<file path="src/rtl/mc_ctrl_if.sv">
// Control bus between the multicycle MIPS control unit (master) and the datapath (slave).
// The control unit consumes op/funct/zero and produces the ALU code, mux selects and strobes.
interface mc_ctrl_if;
    logic [5:0] op;
    logic [5:0] funct;
    logic       zero;
    logic [2:0] alucontrol;
    logic       alusrca;
    logic [1:0] alusrcb;
    logic [1:0] pcsrc;
    logic       pcen;
    logic       iord;
    logic       memwrite;
    logic       irwrite;
    logic       regdst;
    logic       memtoreg;
    logic       regwrite;
    logic       illegal_op;

    modport master (
        input  op, funct, zero,
        output alucontrol, alusrca, alusrcb, pcsrc, pcen, iord,
               memwrite, irwrite, regdst, memtoreg, regwrite, illegal_op
    );

    modport slave (
        output op, funct, zero,
        input  alucontrol, alusrca, alusrcb, pcsrc, pcen, iord,
               memwrite, irwrite, regdst, memtoreg, regwrite, illegal_op
    );
endinterface

</file>
<file path="src/rtl/mc_ctrl.sv">
// Multicycle MIPS control unit: Moore FSM with memory wait states (MEM_WAIT).
// Optional macro MC_CTRL_BNE_EN adds bne, sharing the BRANCH state with inverted zero test.
module mc_ctrl #(
    parameter int unsigned MEM_WAIT = 0
) (
    input  logic      clk,
    input  logic      reset,
    mc_ctrl_if.master bus
);
    localparam logic [5:0] OP_RTYPE = 6'b000000;
    localparam logic [5:0] OP_LW    = 6'b100011;
    localparam logic [5:0] OP_SW    = 6'b101011;
    localparam logic [5:0] OP_BEQ   = 6'b000100;
    localparam logic [5:0] OP_ADDI  = 6'b001000;
    localparam logic [5:0] OP_J     = 6'b000010;
`ifdef MC_CTRL_BNE_EN
    localparam logic [5:0] OP_BNE   = 6'b000101;
`endif

    typedef enum logic [3:0] {
        S_FETCH, S_DECODE, S_MEMADR, S_MEMREAD, S_MEMWB, S_MEMWRITE,
        S_EXECUTE, S_ALUWB, S_BRANCH, S_ADDIEX, S_ADDIWB, S_JUMP
    } state_t;

    state_t     state, state_d;
    logic [3:0] cnt, cnt_d;
    logic       last;
    logic       funct_ok;
    logic [2:0] funct_ctrl;

    function automatic logic is_mem(input state_t s);
        return (s == S_FETCH) || (s == S_MEMREAD) || (s == S_MEMWRITE);
    endfunction

    always_comb begin
        funct_ok   = 1'b1;
        funct_ctrl = 3'b000;
        unique case (bus.funct)
            6'b100000: funct_ctrl = 3'b010;
            6'b100010: funct_ctrl = 3'b110;
            6'b100100: funct_ctrl = 3'b000;
            6'b100101: funct_ctrl = 3'b001;
            6'b000000: funct_ctrl = 3'b011;
            default:   funct_ok   = 1'b0;
        endcase
    end

`ifdef MC_CTRL_BNE_EN
    logic bne_q;

    always_ff @(posedge clk or posedge reset) begin
        if (reset)
            bne_q <= 1'b0;
        else if (state == S_DECODE)
            bne_q <= (bus.op == OP_BNE);
    end
`endif

    always_ff @(posedge clk or posedge reset) begin
        if (reset) begin
            state <= S_FETCH;
            cnt   <= '0;
        end else begin
            state <= state_d;
            cnt   <= cnt_d;
        end
    end

    always_comb begin
        state_d         = state;
        last            = (cnt == '0);
        bus.alucontrol  = 3'b000;
        bus.alusrca     = 1'b0;
        bus.alusrcb     = 2'b00;
        bus.pcsrc       = 2'b00;
        bus.pcen        = 1'b0;
        bus.iord        = 1'b0;
        bus.memwrite    = 1'b0;
        bus.irwrite     = 1'b0;
        bus.regdst      = 1'b0;
        bus.memtoreg    = 1'b0;
        bus.regwrite    = 1'b0;
        bus.illegal_op  = 1'b0;

        unique case (state)
            S_FETCH: begin
                bus.alusrcb    = 2'b01;
                bus.alucontrol = 3'b010;
                if (last) begin
                    bus.irwrite = 1'b1;
                    bus.pcen    = 1'b1;
                    state_d     = S_DECODE;
                end
            end
            S_DECODE: begin
                bus.alusrcb    = 2'b11;
                bus.alucontrol = 3'b010;
                unique case (bus.op)
                    OP_LW, OP_SW: state_d = S_MEMADR;
                    OP_RTYPE: begin
                        if (funct_ok) begin
                            state_d = S_EXECUTE;
                        end else begin
                            bus.illegal_op = 1'b1;
                            state_d        = S_FETCH;
                        end
                    end
                    OP_BEQ:  state_d = S_BRANCH;
`ifdef MC_CTRL_BNE_EN
                    OP_BNE:  state_d = S_BRANCH;
`endif
                    OP_ADDI: state_d = S_ADDIEX;
                    OP_J:    state_d = S_JUMP;
                    default: begin
                        bus.illegal_op = 1'b1;
                        state_d        = S_FETCH;
                    end
                endcase
            end
            S_MEMADR: begin
                bus.alusrca    = 1'b1;
                bus.alusrcb    = 2'b10;
                bus.alucontrol = 3'b010;
                state_d        = (bus.op == OP_SW) ? S_MEMWRITE : S_MEMREAD;
            end
            S_MEMREAD: begin
                bus.iord = 1'b1;
                if (last)
                    state_d = S_MEMWB;
            end
            S_MEMWB: begin
                // Address stays on ALUOut through writeback so the read data is undisturbed.
                bus.iord     = 1'b1;
                bus.memtoreg = 1'b1;
                bus.regwrite = 1'b1;
                state_d      = S_FETCH;
            end
            S_MEMWRITE: begin
                bus.iord = 1'b1;
                if (last) begin
                    bus.memwrite = 1'b1;
                    state_d      = S_FETCH;
                end
            end
            S_EXECUTE: begin
                bus.alusrca    = 1'b1;
                bus.alucontrol = funct_ctrl;
                state_d        = S_ALUWB;
            end
            S_ALUWB: begin
                bus.regdst   = 1'b1;
                bus.regwrite = 1'b1;
                state_d      = S_FETCH;
            end
            S_BRANCH: begin
                bus.alusrca    = 1'b1;
                bus.alucontrol = 3'b110;
                bus.pcsrc      = 2'b01;
`ifdef MC_CTRL_BNE_EN
                bus.pcen       = bus.zero ^ bne_q;
`else
                bus.pcen       = bus.zero;
`endif
                state_d        = S_FETCH;
            end
            S_ADDIEX: begin
                bus.alusrca    = 1'b1;
                bus.alusrcb    = 2'b10;
                bus.alucontrol = 3'b010;
                state_d        = S_ADDIWB;
            end
            S_ADDIWB: begin
                bus.regwrite = 1'b1;
                state_d      = S_FETCH;
            end
            S_JUMP: begin
                bus.pcsrc = 2'b10;
                bus.pcen  = 1'b1;
                state_d   = S_FETCH;
            end
            default: state_d = S_FETCH;
        endcase

        // Counter only reloads on entry to a wait state; reset leaves it at 0,
        // so the first fetch after reset completes in a single cycle.
        cnt_d = cnt;
        if (is_mem(state) && !last)
            cnt_d = cnt - 4'd1;
        else if (is_mem(state_d))
            cnt_d = 4'(MEM_WAIT);
    end
endmodule

</file>
<file path="src/flat_wrapper.sv">
// flat-port wrapper written by rule: the top's interface ports become plain ports
module mc_ctrl_flat 
#(
    parameter int unsigned MEM_WAIT = 0
)
  (clk, reset, bus_op, bus_funct, bus_zero, bus_alucontrol, bus_alusrca, bus_alusrcb, bus_pcsrc, bus_pcen, bus_iord, bus_memwrite, bus_irwrite, bus_regdst, bus_memtoreg, bus_regwrite, bus_illegal_op);
  mc_ctrl_if bus_i ();
  input  logic clk;
  input  logic reset;
  input wire logic [$bits(bus_i.op)-1:0] bus_op;
  input wire logic [$bits(bus_i.funct)-1:0] bus_funct;
  input wire logic [$bits(bus_i.zero)-1:0] bus_zero;
  output wire logic [$bits(bus_i.alucontrol)-1:0] bus_alucontrol;
  output wire logic [$bits(bus_i.alusrca)-1:0] bus_alusrca;
  output wire logic [$bits(bus_i.alusrcb)-1:0] bus_alusrcb;
  output wire logic [$bits(bus_i.pcsrc)-1:0] bus_pcsrc;
  output wire logic [$bits(bus_i.pcen)-1:0] bus_pcen;
  output wire logic [$bits(bus_i.iord)-1:0] bus_iord;
  output wire logic [$bits(bus_i.memwrite)-1:0] bus_memwrite;
  output wire logic [$bits(bus_i.irwrite)-1:0] bus_irwrite;
  output wire logic [$bits(bus_i.regdst)-1:0] bus_regdst;
  output wire logic [$bits(bus_i.memtoreg)-1:0] bus_memtoreg;
  output wire logic [$bits(bus_i.regwrite)-1:0] bus_regwrite;
  output wire logic [$bits(bus_i.illegal_op)-1:0] bus_illegal_op;
  assign bus_i.op = bus_op;
  assign bus_i.funct = bus_funct;
  assign bus_i.zero = bus_zero;
  assign bus_alucontrol = bus_i.alucontrol;
  assign bus_alusrca = bus_i.alusrca;
  assign bus_alusrcb = bus_i.alusrcb;
  assign bus_pcsrc = bus_i.pcsrc;
  assign bus_pcen = bus_i.pcen;
  assign bus_iord = bus_i.iord;
  assign bus_memwrite = bus_i.memwrite;
  assign bus_irwrite = bus_i.irwrite;
  assign bus_regdst = bus_i.regdst;
  assign bus_memtoreg = bus_i.memtoreg;
  assign bus_regwrite = bus_i.regwrite;
  assign bus_illegal_op = bus_i.illegal_op;
  mc_ctrl #(.MEM_WAIT(MEM_WAIT)) u_core (.clk(clk), .reset(reset), .bus(bus_i));
endmodule
</file>
<file path="config.mk">
export PLATFORM = sky130hd
export DESIGN_NAME = mc_ctrl_flat
export DESIGN_NICKNAME = d
export VERILOG_FILES = /design/src/rtl/mc_ctrl_if.sv /design/src/rtl/mc_ctrl.sv /design/src/flat_wrapper.sv
export SDC_FILE = /design/constraint.sdc
export NUM_CORES = 1
export LEC_CHECK = 0
export BUFFER_PORTS_ARGS = -buffer_cell sky130_fd_sc_hd__buf_4
export CAP_MARGIN = 20
export CORE_UTILIZATION = 50
export CTS_CLUSTER_DIAMETER = 200
export CTS_CLUSTER_SIZE = 30
export DETAILED_ROUTE_END_ITERATION = 10
export PLACE_DENSITY = 0.79
export SYNTH_ARGS = -nofsm -noshare
export SYNTH_HDL_FRONTEND = slang
export SYNTH_SLANG_ARGS = --single-unit
</file>
<file path="constraint.sdc">
create_clock -name clk -period 4 [get_ports clk]
set_input_delay 0.8 -clock clk [delete_from_list [all_inputs] [get_ports clk]]
set_output_delay 0.8 -clock clk [all_outputs]
set_load 0.03 [all_outputs]
</file>
==> impl_metrics.py, run 1 <==
metrics = {
    "run_status": {
        "status": "finished clean",
    },
    "sta": {
        "worstMarginPinSlew_ns": 0.583,
        "fmax_ghz": 0.336,
        "period_share_pct": 74.5,
        "fin_setup_tns_ns": 0,
        "clock_skew_ns": 0.00406,
        "slew-limit-headroom_pct": 61.1,
        "drv_slew": 0,
        "period_minus_slack_ns": 2.98,
        "grt_setup_unrepaired": "no",
        "fin_ws_ns": 1.02,
        "setup_viol": 0,
        "finalHoldViolCount": 0,
    },
    "synth": {
        "synth_edf_count": 0,
        "ys.warnings.count": 0,
        "postSynth.asyncResetShare_pct": 100,
        "netlist_area_sq_um": 952,
        "syn-num-nets": 148,
        "syn_inst": 132,
        "yosysUniqueCellTypes": 50,
        "synth_area_per_cell_sq_um": 7.21,
        "yosys_most_used_dff": "dfrtp_1",
        "ys_seq_area_share_pct": 21.0,
        "ys_seq_elements": 8,
    },
    "global_route": {
        "gr-total-overflow": 0,
        "grt-busiest-layer": "met2",
        "grt_usage_pct": 29.0,
        "first_global_vias": 1013,
        "grt_max_degree": 21,
        "grt_antenna_before_repair": 0,
        "use_met3_pct": 5.16,
        "grt_pass1_wl_um": 4340,
        "met1_usage_pct": 31.0,
        "grt_util_met2_pct": 52.0,
    },
    "run": {
        "maxCapViolCount": 0,
    },
    "floorplanning": {
        "die_x_um": 45.6,
        "ios": 31,
        "floorplan.initialDensity_pct": 54.0,
        "rows": 15,
        "die_area_sq_um": 2080,
        "coreArea_sq_um": 1760,
        "die_height_um": 45.6,
    },
    "cts": {
        "cts_setup_buffers": 0,
        "htree_levels": 1,
        "cts_hold_buf": 0,
        "cts-buffers-inserted": 3,
        "cts.reportedPaths.clkPinSlew_ns": 0.06,
        "clockRootBuffer": "clkbuf_4",
        "clock-sinks": 8,
        "clk_latency_ns": 0.26,
        "cts_tree": "yes",
        "cts_buffer_depth": 2,
        "post_cts_resized": 0,
    },
    "detailed_routing": {
        "ant_nets": 0,
        "wl_um": 2480,
        "routedWlPerCell_um": 13.7,
        "vias_per_cell": 5.98,
        "drt_iter0_drc": 33,
        "vias": 1082,
        "drc": 0,
        "drt_pre_antenna_iters": 4,
    },
    "worst_setup_path": {
        "crit_fanout": 9,
        "start_kind": "flop",
        "slowest_delay_ns": 0.55,
        "r2r_end": "u_core.cnt[1]",
        "worstRegToRegCells": 8,
        "reg2reg_setup_slack_ns": 1.51,
        "crit_chain": "inv_1 > ha_1 > or3b_1 > nor4_1 > a211o_1 > buf_4",
        "critical_path_arrival_ns": 2.18,
        "crit_type": "reg2out",
        "cp_slowest_cell": "or3b_1",
        "startpoint": "u_core.cnt[0]",
        "crit_end": "bus_pcen",
        "worstSetupEndpointType": "primary output",
        "cp_data_required_time_ns": 3.20,
        "r2r_start": "u_core.cnt[0]",
    },
    "power_and_ir_drop": {
        "swShare_pct": 52.9,
        "finalPower_mw": 0.731,
        "clkPwrFrac_pct": 8.7,
        "p_leak_nw": 0.528,
        "p_int_mw": 0.344,
        "powerDensity_nw_per_um2": 622,
        "p_comb_share_pct": 69.4,
        "seqPwrFrac_pct": 21.9,
        "p_switching_mw": 0.387,
        "vdd_ir_drop_max_uv": 243,
    },
    "final_layout": {
        "fillers": 171,
        "antenna_cells": 0,
        "drive_gt1_share_pct": 27.6,
        "final_cells": 181,
        "nNetsFinal": 174,
        "stdcell_area_sq_um": 1170,
        "area_growth_syn_to_layout_pct": 23.4,
    },
    "placed_design": {
        "place_ws_ns": 1.10,
        "port_buffers": 30,
        "place.gp.congestion": 0.789,
        "place_area_sq_um": 1150,
        "placedCellCount": 178,
        "hpwl_um": 1960,
    },
    "min_path": {
        "hp-class": "in2async",
    },
}
[through the flow]
stage / hold WS, ns / util, %
6_report: 0.482 / 66.6
5_1_grt: 0.519 / 66.6
4_1_cts: 0.484 / 66.6
3_5_place_dp: 0.559 / 65.3
3_3_place_gp: 0.551 / 65.3
2_1_floorplan: 0.518 / -
[worst min-delay path by stage]
stage	startpoint	to	slack (ns)	cells past startpoint
final	reset	u_core.state[2]	0.48	2
after global routing	reset	u_core.cnt[2]	0.52	2
after CTS	reset	u_core.cnt[2]	0.48	2
after detailed placement	u_core.cnt[1]	u_core.cnt[1]	0.56	2
after global placement	u_core.cnt[1]	u_core.cnt[1]	0.55	2
after floorplan	u_core.cnt[1]	u_core.cnt[1]	0.52	2
[synth_stat cells (3+ instances only)]
cell       n  share of area [%]
nor3_1    11                5.8
nand3_1    3                1.6
nor4_1     3                2.0
xor2_1     3                2.8
o21ai_0    7                3.7
dfrtp_1    8                 21
clkbuf_1   3                1.2
a21oi_1    9                4.7
nand2_1   10                3.9
inv_1      8                3.2
or3_1      4                2.6
nor2_1    19                7.5
[critical path: cells and delay by family, from the launching register on]
family                   cells  cell delay [ns]
adder cells (fa/ha/maj)      1             0.20
flip-flops                   1             0.38
buffers and inverters        2             0.26
AO/OA/AOI/OAI                1             0.16
AND/OR/NAND/NOR              2             0.92
[cell families after synthesis]
family	share of synthesized area [%]
compound gates	22.6
xor+xnor	4.60
fa+ha+maj	2.37
buf+inv	9.07
flops	21.0
simple gates	40.3
[layout by cell type, fill, tap and decap left out, types with 2 or more instances in the layout]
cell type / instances
nand2_1: 10
buf_4: 30
xnor2_1: 2
xor2_1: 3
clkbuf_4: 3
nand3b_1: 2
or3_1: 4
inv_1: 8
nor2_1: 19
a31oi_1: 2
nor3_1: 11
nand3_1: 3
dfrtp_1: 8
o21ai_0: 7
nor4_1: 3
a21oi_1: 9
or2_2: 2
[registers in the layout, indices dropped and copies added, names as in the netlist]
name	cells
u_core.state	4
u_core.cnt	4
[layout make-up]
cell class	count	area [sq um]	area share (%)
Inverter	8	30.0	2.56
Sequential cell	8	200	17.0
Multi-Input combinational cell	107	666	56.7
Timing Repair Buffer	30	225	19.2
Clock buffer	3	22.5	1.92
Tap cell	25	31.3	2.66
[power by group through the flow]
stage | logic, mW | registers (mW) | clock network (mW)
detailed placement | 0.503 | 0.160 | 0
global placement | 0.486 | 0.159 | 0
finish | 0.507 | 0.160 | 0.0635
global route | 0.554 | 0.168 | 0.0695
floorplan | 0.424 | 0.125 | 0
CTS | 0.505 | 0.159 | 0.0656
[metal layers]
metal | vias up | share of wire (%)
li1 | 522 | -
met1 | 512 | 40
met2 | 41 | 51
met3 | 7 | 5.3
met4 | 0 | 2.7
met5 | - | 0
(Power assumes the default switching activity.)
==> inputs of run 2 (changes only) <==
Settings changed: CORE_UTILIZATION 50 to 45, PLACE_DENSITY 0.79 to 0.75.
Clock period 4 ns to 2.6 ns, I/O delays scaled along.
==> run 2 against run 1 <==
Die area up 11%. First-iteration DRC count fell by 73%. Wire length grew 2.5%. Cell count increased by 3.3%. Via count fell by 1.8%. Critical path type unchanged. Largest cell class unchanged.
==> impl_metrics.py, run 2 (same netlist as run 1, synthesis figures left out) <==
metrics = {
    "detailed_routing": {
        "top_layer_used": "met4",
        "drt_iter0_drc": 9,
        "drt_pre_antenna_iters": 4,
        "ant_nets": 0,
        "routedWlPerCell_um": 13.6,
        "wl_um": 2540,
        "vias": 1063,
        "wl_met1_um": 1120,
        "wl_met3_um": 85,
        "vias_per_cell": 5.68,
        "drc": 0,
        "met2_length_um": 1290,
    },
    "worst_setup_path": {
        "worstSetupEndpointType": "primary output",
        "cp_data_required_time_ns": 2.08,
        "worstPathBufferInverterCount": 3,
        "cp_slowest_cell": "or3b_4",
        "cp_top_family": "simple AND/OR/NAND/NOR gates",
        "crit_type": "reg2out",
        "worst-path-stages": 6,
        "start_kind": "flop",
        "worstRegToRegCells": 7,
        "crit_chain": "inv_1 > ha_1 > or3b_4 > buf_4 > nor3_1 > buf_4",
        "slowest_delay_ns": 0.46,
        "critical_path.most_common_cell": "buf_4",
        "critical_path_arrival_ns": 1.99,
        "crit_fanout": 8,
    },
    "run_status": {
        "status": "finished clean",
    },
    "sta": {
        "period_share_pct": 96.6,
        "clock_skew_ns": 0.0109,
        "fin_ws_ns": 0.0891,
        "period_minus_slack_ns": 2.51,
        "finalHoldViolCount": 0,
        "drv_slew": 0,
        "setup_viol": 0,
        "whs_ns": 0.196,
        "slew-limit-headroom_pct": 57.5,
        "worstMarginPinSlew_ns": 0.638,
        "fmax_ghz": 0.398,
    },
    "floorplanning": {
        "die_area_sq_um": 2300,
        "coreArea_sq_um": 1980,
        "floorplan.initialDensity_pct": 48.0,
        "die_height_um": 48,
        "die_x_um": 48,
        "rows": 16,
        "ios": 31,
    },
    "final_layout": {
        "drive_gt1_share_pct": 30.6,
        "final_cell_mix": "buf_4, nor2_1, nor3_1",
        "area_growth_syn_to_layout_pct": 28.6,
        "fillers": 185,
        "antenna_cells": 0,
        "largest_registers": "u_core.cnt: 4 flops, u_core.state: 4 flops",
        "stdcell_area_sq_um": 1220,
        "nNetsFinal": 178,
        "fin_util_pct": 61.8,
        "mostFrequentLayoutCell": "buf_4",
    },
    "placed_design": {
        "hpwl_um": 1970,
        "place_area_sq_um": 1190,
        "place.gp.congestion": 0.814,
        "place_ws_ns": 0.150,
        "port_buffers": 30,
    },
    "power_and_ir_drop": {
        "p_leak_nw": 0.552,
        "powerDensity_nw_per_um2": 954,
        "clkPwrFrac_pct": 8.4,
        "p_switching_mw": 0.600,
        "finalPower_mw": 1.17,
        "vdd_ir_drop_max_uv": 478,
        "swShare_pct": 51.4,
        "p_int_mw": 0.568,
        "p_comb_share_pct": 71.0,
        "seqPwrFrac_pct": 20.6,
    },
    "cts": {
        "cts_hold_buf": 0,
        "clockRootBuffer": "clkbuf_4",
        "clk_latency_ns": 0.26,
        "cts.reportedPaths.clkPinSlew_ns": 0.06,
        "cts_buffer_depth": 2,
        "clock-sinks": 8,
        "cts_tree": "yes",
        "cts-buffers-inserted": 3,
        "htree_levels": 1,
    },
    "min_path": {
        "hp-class": "in2async",
    },
    "global_route": {
        "gr-total-overflow": 0,
        "grt_usage_pct": 24.6,
        "grt_max_degree": 18,
        "first_global_vias": 967,
        "grt_antenna_before_repair": 0,
        "grt_pass1_wl_um": 3970,
    },
    "run": {
        "maxCapViolCount": 0,
    },
}
## run 2: routing by layer
layer,up-vias,track usage [%]
met4,0,13.9
met1,499,29.8
met2,29,42.2
met3,5,2.26
met5,-,0
li1,530,-
## run 2: timing repair
| action | CTS | global route |
|---|---|---|
| endpoints found under the setup margin | 0 | 5 |
| buffers inserted | 0 | 1 |
| resized for setup | 0 | 1 |
## run 2: stage by stage
step,TNS (ns),instances
after floorplan,0,132
after global placement,0,183
after detailed placement,0,183
after CTS,0,186
after global routing,-0.00363,187
final,0,187
## run 2: final cells by class
class | count | area [sq um] | share of cell area, %
flip-flops and latches | 8 | 200 | 16.3
inverters | 8 | 30.0 | 2.45
well taps | 27 | 33.8 | 2.76
multi-input cells | 107 | 683 | 55.8
clock buffers | 3 | 22.5 | 1.84
repair buffers | 34 | 255 | 20.8
## run 2: worst paths after layout
kind,startpoint,endpoint,slack (ns)
min in group clk,u_core.cnt[1],u_core.cnt[1],0.60
max,u_core.cnt[0],bus_memwrite,0.09
min reg2reg,u_core.cnt[1],u_core.cnt[1],0.60
max reg2reg,u_core.cnt[0],u_core.cnt[2],0.22
max in group asynchronous,reset,u_core.cnt[1],2.16
min,reset,u_core.state[1],0.20
## run 2: power groups by stage
stage	Clock, mW	Combinational (mW)	Sequential, mW
3_5_place_dp	0	0.797	0.238
2_1_floorplan	0	0.674	0.193
5_1_grt	0.106	0.908	0.247
6_report	0.0979	0.830	0.241
3_3_place_gp	0	0.776	0.237
4_1_cts	0.101	0.800	0.237
==> inputs of run 3 (changes only) <==
Settings changed: PLACE_DENSITY 0.75 to 0.72.
==> run 3 against run 2 <==
Sequential cell count did not move. Die area did not move. Wire length fell by 2.4%. Cell count rose by 0.53%. Register-to-register slack got worse by 0.04 ns. Critical path type unchanged.
==> impl_metrics.py, run 3 (same netlist as run 1, synthesis figures left out) <==
metrics = {
    "run_status": {
        "status": "finished clean",
    },
    "power_and_ir_drop": {
        "p_leak_nw": 0.558,
        "vdd_ir_drop_max_uv": 527,
        "powerDensity_nw_per_um2": 945,
    },
    "worst_setup_path": {
        "critical_path_arrival_ns": 1.97,
        "worstRegToRegCells": 7,
        "slowest_delay_ns": 0.47,
        "worst-path-stages": 6,
        "start_kind": "flop",
        "crit_chain": "inv_1 > ha_1 > or3b_4 > nor4_4 > a211o_1 > buf_4",
        "cp_data_required_time_ns": 2.08,
        "crit_type": "reg2out",
        "cp_slowest_cell": "or3b_4",
        "worstSetupEndpointType": "primary output",
        "worstPathBufferInverterCount": 2,
        "crit_fanout": 9,
        "cp_top_family": "simple AND/OR/NAND/NOR gates",
    },
    "sta": {
        "worstMarginPinSlew_ns": 0.573,
        "clock_skew_ns": 0.00777,
        "drv_slew": 0,
        "grt_setup_unrepaired": "no",
        "period_minus_slack_ns": 2.49,
        "fmax_ghz": 0.402,
        "period_share_pct": 95.8,
        "slew-limit-headroom_pct": 60.8,
        "setup_viol": 0,
        "fin_setup_tns_ns": 0,
        "finalHoldViolCount": 0,
    },
    "final_layout": {
        "mostFrequentLayoutCell": "buf_4",
        "drive_gt1_share_pct": 31.1,
        "nNetsFinal": 179,
        "area_growth_syn_to_layout_pct": 29.4,
        "multi_input_area_sq_um": 683,
        "final_cells": 188,
        "fin_util_pct": 62.2,
        "antenna_cells": 0,
        "stdcell_area_sq_um": 1230,
        "largest_registers": "u_core.cnt: 4 flops, u_core.state: 4 flops",
        "fillers": 189,
        "seqCellArea_sq_um": 200,
        "final_cell_mix": "buf_4, nor2_1, nor3_1",
    },
    "detailed_routing": {
        "ant_nets": 0,
        "drt_iter0_drc": 29,
        "drc": 0,
        "vias": 1055,
        "vias_per_cell": 5.61,
        "drt_pre_antenna_iters": 4,
        "routedWlPerCell_um": 13.2,
        "wl_um": 2480,
    },
    "cts": {
        "cts_tree": "yes",
        "clock-sinks": 8,
        "cts_buffer_depth": 2,
        "htree_levels": 1,
        "cts-buffers-inserted": 3,
        "cts.reportedPaths.clkPinSlew_ns": 0.06,
        "clk_latency_ns": 0.26,
        "cts_setup_buffers": 0,
        "clockRootBuffer": "clkbuf_4",
    },
    "floorplanning": {
        "rows": 16,
        "ios": 31,
        "die_area_sq_um": 2300,
        "die_height_um": 48,
        "die_x_um": 48,
        "floorplan.initialDensity_pct": 48.0,
        "coreArea_sq_um": 1980,
    },
    "placed_design": {
        "place_area_sq_um": 1210,
        "place.gp.congestion": 0.867,
        "port_buffers": 30,
        "placedCellCount": 185,
        "hpwl_um": 1990,
    },
    "min_path": {
        "hp-class": "in2async",
    },
    "global_route": {
        "gr-total-overflow": 0,
        "first_global_vias": 924,
        "grt_antenna_before_repair": 0,
        "grt_usage_pct": 24.3,
        "grt_pass1_wl_um": 3910,
        "grt_max_degree": 16,
    },
    "run": {
        "maxCapViolCount": 0,
    },
}
[run 3: timing repair]
item / in CTS / in global routing
endpoints found under the setup margin: 1 / 0
hold buffers: 0 / 0
resized for setup: 1 / 0
[run 3: layer usage]
| layer | GRT usage, % | up-vias | wire [um] |
|---|---|---|---|
| li1 | - | 532 | - |
| met1 | 31.8 | 483 | 1050 |
| met2 | 40.0 | 34 | 1270 |
| met3 | 3.40 | 6 | 126 |
| met4 | 10.0 | 0 | 42 |
| met5 | 0 | - | 0 |
[run 3: power breakdown]
group / switching, mW / total (mW) / internal [mW]
Sequential: 0.0649 / 0.231 / 0.166
Combinational: 0.489 / 0.837 / 0.348
Clock: 0.0437 / 0.0967 / 0.0529
[run 3: worst paths after layout]
kind,startpoint,endpoint,slack [ns]
max,u_core.cnt[0],bus_pcen,0.11
min,reset,u_core.cnt[3],0.20
max reg2reg,u_core.cnt[0],u_core.cnt[2],0.18
min reg2reg,u_core.cnt[1],u_core.cnt[1],0.58
max in group asynchronous,reset,u_core.state[1],2.16
min in group clk,u_core.cnt[1],u_core.cnt[1],0.58
[run 3: area by class of cell]
cell class                      instances  area share, %
Timing Repair Buffer                   35           21.3
Tap cell                               27           2.74
Multi-Input combinational cell        107           55.4
Sequential cell                         8           16.2
Clock buffer                            3           1.83
Inverter                                8           2.44
[run 3: worst register-to-register path, delay by kind of cell (launching register included)]
kind,cells,cell delay [ns]
flops,1,0.38
simple gates,2,0.55
compound gates,2,0.71
xor+xnor,1,0.34
fa+ha+maj,1,0.20
buf+inv,1,0.11
[run 3: through the flow]
step                hold slack, ns  setup WS (ns)  power (mW)
floorplan                    0.336          0.118       0.867
global placement             0.485          0.237        1.04
detailed placement           0.488         0.0952        1.05
CTS                          0.209          0.115        1.17
global route                 0.246         0.0269        1.27
finish                       0.204          0.110        1.16
